==> config.mk <==
export PLATFORM = sky130hd
export DESIGN_NAME = fifo_stream_out
export DESIGN_NICKNAME = d
export VERILOG_FILES = /design/src/rtl/fifo_stream_out.sv
export SDC_FILE = /design/constraint.sdc
export NUM_CORES = 1
export LEC_CHECK = 0
export ABC_CLOCK_PERIOD_IN_PS = 3600
export CAP_MARGIN = 20
export CORE_MARGIN = 2
export CORE_UTILIZATION = 40
export CTS_BUF_LIST = sky130_fd_sc_hd__clkbuf_16
export DETAILED_ROUTE_END_ITERATION = 7
export PLACE_DENSITY = 0.73
export SETUP_SLACK_MARGIN = 0.05
export SLEW_MARGIN = 0
export SYNTH_ARGS = -nofsm -noshare
export SYNTH_HDL_FRONTEND = slang
export SYNTH_SLANG_ARGS = --single-unit
==> constraint.sdc <==
create_clock -name clk -period 3.6 [get_ports clk]
set_input_delay 1.08 -clock clk [delete_from_list [all_inputs] [get_ports clk]]
set_output_delay 1.08 -clock clk [all_outputs]
set_load 0.02 [all_outputs]
==> src/rtl/fifo_stream_out.sv <==
// Drains the flop FIFO read port into a valid/ready stream through a small skid buffer.
// Optional FIFO_STREAM_STALL_CNT_EN adds a saturating stall_cnt output.
module fifo_stream_out #(
  parameter int width   = 16,
  parameter int POP_LAT = 0,
  parameter int CNT_W   = 16
) (
  input  logic             clk,
  input  logic             rst,
  input  logic             enable,
  input  logic [width-1:0] fifo_dout,
  input  logic             fifo_pndng,
  output logic             fifo_pop,
  output logic [width-1:0] out_data,
  output logic             out_valid,
  input  logic             out_ready,
  output logic             idle,
  output logic [CNT_W-1:0] word_cnt
`ifdef FIFO_STREAM_STALL_CNT_EN
  ,
  output logic [CNT_W-1:0] stall_cnt
`endif
);
  localparam int BUF_DEPTH = POP_LAT + 2;

  typedef enum logic [1:0] {IDLE, RUN, DRAIN} state_t;
  state_t state;

  // Storage sized for the deepest legal buffer; pointers wrap at BUF_DEPTH.
  logic [width-1:0] buf_q [4];
  logic [1:0]       rd_ptr, wr_ptr, occ, occ_nxt;
  logic             inflight, wr, xfer;

  function automatic logic [1:0] nxt(input logic [1:0] p);
    return (p == 2'(BUF_DEPTH - 1)) ? 2'd0 : p + 2'd1;
  endfunction

  // Capacity check reserves room for the word still coming back from the FIFO.
  assign fifo_pop  = (state == RUN) && fifo_pndng &&
                     (({1'b0, occ} + {2'b0, inflight}) < 3'(BUF_DEPTH));
  assign wr        = (POP_LAT == 0) ? fifo_pop : inflight;
  assign out_valid = (occ != 2'd0);
  assign out_data  = buf_q[rd_ptr];
  assign xfer      = out_valid && out_ready;

  always_comb begin
    occ_nxt = occ;
    if (wr && !xfer)      occ_nxt = occ + 2'd1;
    else if (!wr && xfer) occ_nxt = occ - 2'd1;
  end

  always_ff @(posedge clk or negedge rst) begin
    if (!rst) begin
      for (int i = 0; i < 4; i++) buf_q[i] <= '0;
      rd_ptr   <= '0;
      wr_ptr   <= '0;
      occ      <= '0;
      inflight <= 1'b0;
    end else begin
      inflight <= (POP_LAT == 1) && fifo_pop;
      if (wr) begin
        buf_q[wr_ptr] <= fifo_dout;
        wr_ptr        <= nxt(wr_ptr);
      end
      if (xfer) rd_ptr <= nxt(rd_ptr);
      occ <= occ_nxt;
    end
  end

  // DRAIN exits on the next-state occupancy so idle rises right after the last transfer.
  always_ff @(posedge clk or negedge rst) begin
    if (!rst) begin
      state <= IDLE;
      idle  <= 1'b1;
    end else begin
      case (state)
        IDLE: if (enable) begin
          state <= RUN;
          idle  <= 1'b0;
        end
        RUN: if (!enable) state <= DRAIN;
        DRAIN: begin
          if (enable) state <= RUN;
          else if (occ_nxt == 2'd0 && !inflight) begin
            state <= IDLE;
            idle  <= 1'b1;
          end
        end
        default: begin
          state <= IDLE;
          idle  <= 1'b1;
        end
      endcase
    end
  end

  always_ff @(posedge clk or negedge rst) begin
    if (!rst)      word_cnt <= '0;
    else if (xfer) word_cnt <= word_cnt + 1'b1;
  end

`ifdef FIFO_STREAM_STALL_CNT_EN
  always_ff @(posedge clk or negedge rst) begin
    if (!rst) stall_cnt <= '0;
    else if (out_valid && !out_ready && stall_cnt != '1) stall_cnt <= stall_cnt + 1'b1;
  end
`endif

endmodule

==> metrics, run 1 <==
run status complete, no violations; Syn. warnings 0; worst hold path class reg2reg; Final Power approximately 3.7 mW; DP Area 4610 um^2; Core Box Area 9640 um^2; PwrDens roughly 750 nW/um^2; FF-to-FF Start occ[0]; initial DRC count 74; sequential share of the synthesized area 0.569; final wirelength around 7500 um; DP HPWL 4930 um; Vias ~2,300; Inserted Clock Buffers 9; launch point of the worst path fifo_pndng; Setup violations, final 0; kind of critical path in2out; CP required roughly 2.5 ns; Syn Area/Cell between 15 and 20 um^2; skew final between 0.006 and 0.007 ns; cell count after synthesis roughly 260; Final Hold Viols 0; setup ws final roughly 0.15 ns; HP Start word_cnt[15]; H-tree levels 3; Final nets ~340; post-layout min period roughly 3.4 ns; drt pass-1 iters 5; total setup buffers inserted after CTS 0; FF-to-FF setup slack about 1.6 ns; Post-Layout Cell Count 455; Overflow after GRT 0; Final GP Congestion around 0.77; Mapped Area approximately 4000 um^2; Final Max Slew Viols 0; P&R area growth vs syn 25.5%; via/cell ratio 4.99; maximum number of pins on one net before global-route repair 90; CP Capture Point fifo_pop; RSZ-0062 raised after global routing false; worst rel slew slack 0.495; placed cell count 440; DRC 0; Yosys reg bits between 80 and 90; CP endpoint kind primary output; worst r2r path cells 6; clock latency on the worst-skew pair 0.33 ns; hold_buf cts 0; post-layout util 0.510; Clk pin slew, worst setup/hold paths 0.06 ns; Max Cap Violations 0; reg2reg end word_cnt[11]; Leak 2.18 nW; initial antenna violation count 0; CP startpoint kind primary input; fin area about 4900 um^2; CTS tree built; Synth cell types 36; DR WL/cell 16.4 um; share of layout cells above drive strength 1 0.339; Starting Density 0.406; Port-buffer cells 55; Worst Path Max Fanout 2; Max IR drop VDD between 0.2 and 0.25 mV; Core Rows 36; Fin Setup TNS 0 ns; worst-margin pin slew approximately 0.75 ns; synthesized net count 280; first-pass GRT wire length 11,700 um; Post-DRT Antenna Nets 0; Root Driver clkbuf_16; Final Cycle Share 0.957; GRT Util Overall 0.145; Clock Sinks 89; DP Worst Slack roughly 0.15 ns; CTS Buffer Depth 2; hold slack final roughly 0.48 ns; ANT cells 0; die area between 10,000 and 15,000 um^2; Max Freq 0.290 GHz; CTS resizes 0; Die Width a little over 100 um; Data arrival, critical path approximately 2.4 ns; chip height 103 um; io pins 56; number of global-route vias before repair roughly 2,300
-- registers in the layout, indices dropped and copies added, names as in the netlist --
signal    cells
buf_q        64
word_cnt     16
occ           2
rd_ptr        2
state         2
wr_ptr        2
idle          1
-- layout make-up --
cell class / count / area (um^2)
Clock buffer: 9 / 225
Fill cell: 873 / 4720
Sequential cell: 89 / 2230
Timing Repair Buffer: 63 / 628
Inverter: 3 / 11.3
Clock inverter: 5 / 50.0
Tap cell: 133 / 166
Multi-Input combinational cell: 153 / 1610
-- placed cells by master, fill, tap and decap left out, types with 2 or more instances in the layout --
master,instances
dfrtp_1,88
mux2_2,65
clkdlybuf4s50_1,54
mux4_2,16
xnor2_1,10
clkbuf_16,9
xor2_1,8
buf_4,8
nor2_1,7
nand2_1,7
inv_1,4
nand3_1,4
a21boi_0,4
and3_1,3
nor3b_1,3
a21oi_1,2
o21ai_0,2
nand3b_2,2
nor4_1,2
nand4b_1,2
nor3_1,2
ha_1,2
clkinv_1,2
-- logic make-up after synthesis --
group,Yosys count,synth area share
flip-flops,89,0.569
AO/OA/AOI/OAI,11,0.0185
buffers and inverters,15,0.0208
adder cells (fa/ha/maj),2,0.00639
XOR/XNOR,18,0.0403
multiplexers,81,0.279
AND/OR/NAND/NOR,41,0.0661
-- worst max-delay path, cell delays in order --
cell and delay, ns:
clkdlybuf4s50_1 0.46, and4bb_2 0.23, clkdlybuf4s50_1 0.60
-- power breakdown --
part / total [mW] / switching, mW / internal (mW)
logic: 1.39 / 0.607 / 0.778
clock network: 0.881 / 0.357 / 0.524
registers: 1.41 / 0.161 / 1.25
-- how the worst min path moves through the flow --
stage	cells past startpoint	endpoint
after detailed placement	1	word_cnt[15]
after floorplan	1	buf_q[16]
after CTS	1	word_cnt[15]
after global routing	1	word_cnt[15]
final	1	word_cnt[15]
after global placement	1	word_cnt[15]
-- metal layers --
layer  up-vias  wire [um]  global-route usage
met5         -          0                   0
met4         0         89              0.0516
met3         7        227              0.0325
met2        32       3820               0.237
met1      1175       3310               0.192
li1       1056          -                   -
-- cells in the mapped netlist --
| cell | instances | area share |
|---|---|---|
| nor2b_1 | 1 | 0.0016 |
| a31o_2 | 1 | 0.0022 |
| nand3_2 | 1 | 0.0026 |
| dfrtp_1 | 88 | 0.56 |
| nor3b_1 | 3 | 0.0058 |
| nand3b_1 | 1 | 0.0019 |
| inv_1 | 3 | 0.0029 |
| mux2_2 | 65 | 0.19 |
| nand3_1 | 4 | 0.0051 |
| nor3b_4 | 1 | 0.0048 |
| buf_2 | 5 | 0.0064 |
| xor2_1 | 8 | 0.018 |
| nand4_1 | 1 | 0.0016 |
| o21ai_0 | 2 | 0.0026 |
| a21boi_0 | 4 | 0.0077 |
| buf_4 | 1 | 0.0019 |
| dfstp_2 | 1 | 0.0067 |
| and4bb_2 | 1 | 0.0032 |
| mux4_2 | 16 | 0.092 |
| nand2_1 | 7 | 0.0067 |
| xnor2_1 | 10 | 0.022 |
| and2_1 | 1 | 0.0016 |
| and3_1 | 3 | 0.0048 |
| nor4_1 | 2 | 0.0032 |
| or3b_2 | 1 | 0.0022 |
| buf_6 | 2 | 0.0058 |
| nand4b_1 | 2 | 0.0045 |
| nor3_1 | 2 | 0.0026 |
| clkbuf_1 | 4 | 0.0038 |
| a31oi_1 | 1 | 0.0016 |
| a21o_1 | 1 | 0.0019 |
| nand2b_1 | 1 | 0.0016 |
| nor2_1 | 7 | 0.0067 |
| ha_1 | 2 | 0.0064 |
| a21oi_1 | 2 | 0.0026 |
| nand3b_2 | 2 | 0.0058 |
(Power assumes the default switching activity.)
==> run 2: changes to the inputs <==
CAP_MARGIN = 15   (was 20)
CORE_MARGIN = 5   (was 2)
CTS_BUF_LIST = sky130_fd_sc_hd__clkbuf_4   (was sky130_fd_sc_hd__clkbuf_16)
==> run 2 against run 1 <==
Effect of this change: critical path depth unchanged; global-route usage fell by 0.77 points; combinational power about the same; largest power group unchanged; highest routed layer unchanged.
==> metrics, run 2 (synthesis gave the netlist of run 1 again) <==
run status complete, no violations; initial antenna violation count 1; drt pass-1 iters 4; Final nets around 340; max FFs per register 64; most frequent cells in the layout dfrtp_1 (87), mux2_2 (65), clkdlybuf4s50_1 (54); post-layout min period ~3.4 ns; Max Freq just under 0.3 GHz; Core Rows 36; Data arrival, critical path about 2.4 ns; FF-to-FF setup slack roughly 1.6 ns; Final Max Slew Viols 0; first-pass GRT wire length 12,400 um; DRC 0; Setup violations, final 0; Die Width roughly 110 um; CP Capture Point fifo_pop; FF-to-FF Start state[1]; Overflow after GRT 0; Clk pin slew, worst setup/hold paths 0.13 ns; Max Cap Violations 0; P&R area growth vs syn 21.9%; biggest regs buf_q (64), word_cnt (16); Vias roughly 2,300; io pins 56; worst-margin pin slew roughly 0.7 ns; Flop pwr share 0.422; Port-buffer cells between 50 and 60; final wirelength a little over 7000 um; Power Internal ~2.2 mW; Final GP Congestion roughly 0.7; Gate power share 0.419; H-tree levels 3; Biggest register buf_q; Max IR drop VDD between 0.2 and 0.3 mV; via/cell ratio between 5 and 6; Post-DRT Antenna Nets 0; CTS tree built; hold_buf cts 0; Sw Ratio 0.326; DR WL/cell between 15 and 20 um; DP HPWL between 4000 and 5000 um; GRT Util Overall 0.138; PwrDens roughly 700 nW/um^2; Leak 2.11 nW; CTS Buffer Depth 2; Root Driver clkbuf_4; skew final roughly 0.017 ns; RSZ-0062 raised after global routing false; post-layout util 0.495; worst r2r path cells 5; CP required about 2.5 ns; reg2reg end buf_q[55]; Worst Path Max Fanout 2; chip height 109 um; Clock Sinks a little under 90; die area 11,900 um^2; initial DRC count 82; Final Hold Viols 0; Final Power ~3.3 mW; clock latency on the worst-skew pair approximately 0.43 ns; Inserted Clock Buffers 9; kind of critical path in2out; number of global-route vias before repair 2,461; DP Worst Slack roughly 0.15 ns; setup ws final 0.158 ns; maximum number of pins on one net before global-route repair 90; Final Cycle Share 0.956; Fin Setup TNS 0 ns; Starting Density 0.406; launch point of the worst path fifo_pndng; most common cell after layout, fill and taps aside dfrtp_1; CP endpoint kind primary output; share of layout cells above drive strength 1 0.350; clock share of power 0.159; worst rel slew slack 0.525; hold slack final 0.493 ns; worst hold path class in2async; CP startpoint kind primary input; Core Box Area between 9000 and 10,000 um^2; net switching power 1.08 mW
==> run 2: changes by cell type in the layout (fill, tap and decap cells not counted), sizes merged <==
cell	before	now
clkbuf	9	10
inv	4	3
diode	0	1
clkinvlp	0	1
buf	9	10
clkinv	3	2
==> run 2: how the worst min path moves through the flow <==
stage                      start           end  slack, ns  cells past startpoint
floorplan              buf_q[16]     buf_q[16]       0.47                      1
global placement    word_cnt[15]  word_cnt[15]       0.46                      1
detailed placement  word_cnt[11]  word_cnt[11]       0.49                      1
CTS                 word_cnt[13]  word_cnt[13]       0.51                      1
global route                 rst   word_cnt[6]       0.47                      1
finish                       rst   word_cnt[2]       0.49                      1
==> run 2: critical path: stages <==
cell	delay, ns
clkdlybuf4s50_1	0.44
and4bb_2	0.23
clkdlybuf4s50_1	0.61
==> run 2: cell type report <==
type                       instances  area (um^2)
sequential                        89         2230
tap                              133          166
timing repair buffer              64          636
inverter                           3         11.3
multi-input combinational        153         1610
clock buffer                      10         75.1
antenna                            1         2.50
fill                             872         4870
clock inverter                     4         46.3
==> run 2: through the flow <==
| stage | area (um^2) | std cells |
|---|---|---|
| after floorplan | 3920 | 257 |
| after global placement | 4610 | 440 |
| after detailed placement | 4610 | 440 |
| after CTS | 4740 | 454 |
| after global routing | 4770 | 457 |
| final | 4770 | 457 |
==> run 2: per-layer routing <==
metal / up-vias / track usage / part of all wire
met2: 34 / 0.223 / 0.50
met1: 1196 / 0.175 / 0.45
met3: 11 / 0.0243 / 0.025
met5: - / 0 / 0
li1: 1067 / - / -
met4: 0 / 0.0757 / 0.022
==> run 2: power groups by stage <==
stage	Clock, mW	Sequential (mW)	Combinational (mW)
2_1_floorplan	0	1.41	0.864
3_3_place_gp	0	1.43	1.36
3_5_place_dp	0	1.44	1.38
4_1_cts	0.549	1.42	1.39
5_1_grt	0.593	1.43	1.50
6_report	0.528	1.40	1.39
==> run 2: what timing repair did <==
item                                    4_1_cts  5_1_grt
gates resized for setup                       1        0
endpoints found under the setup margin        8        1
setup buffers                                 0        1
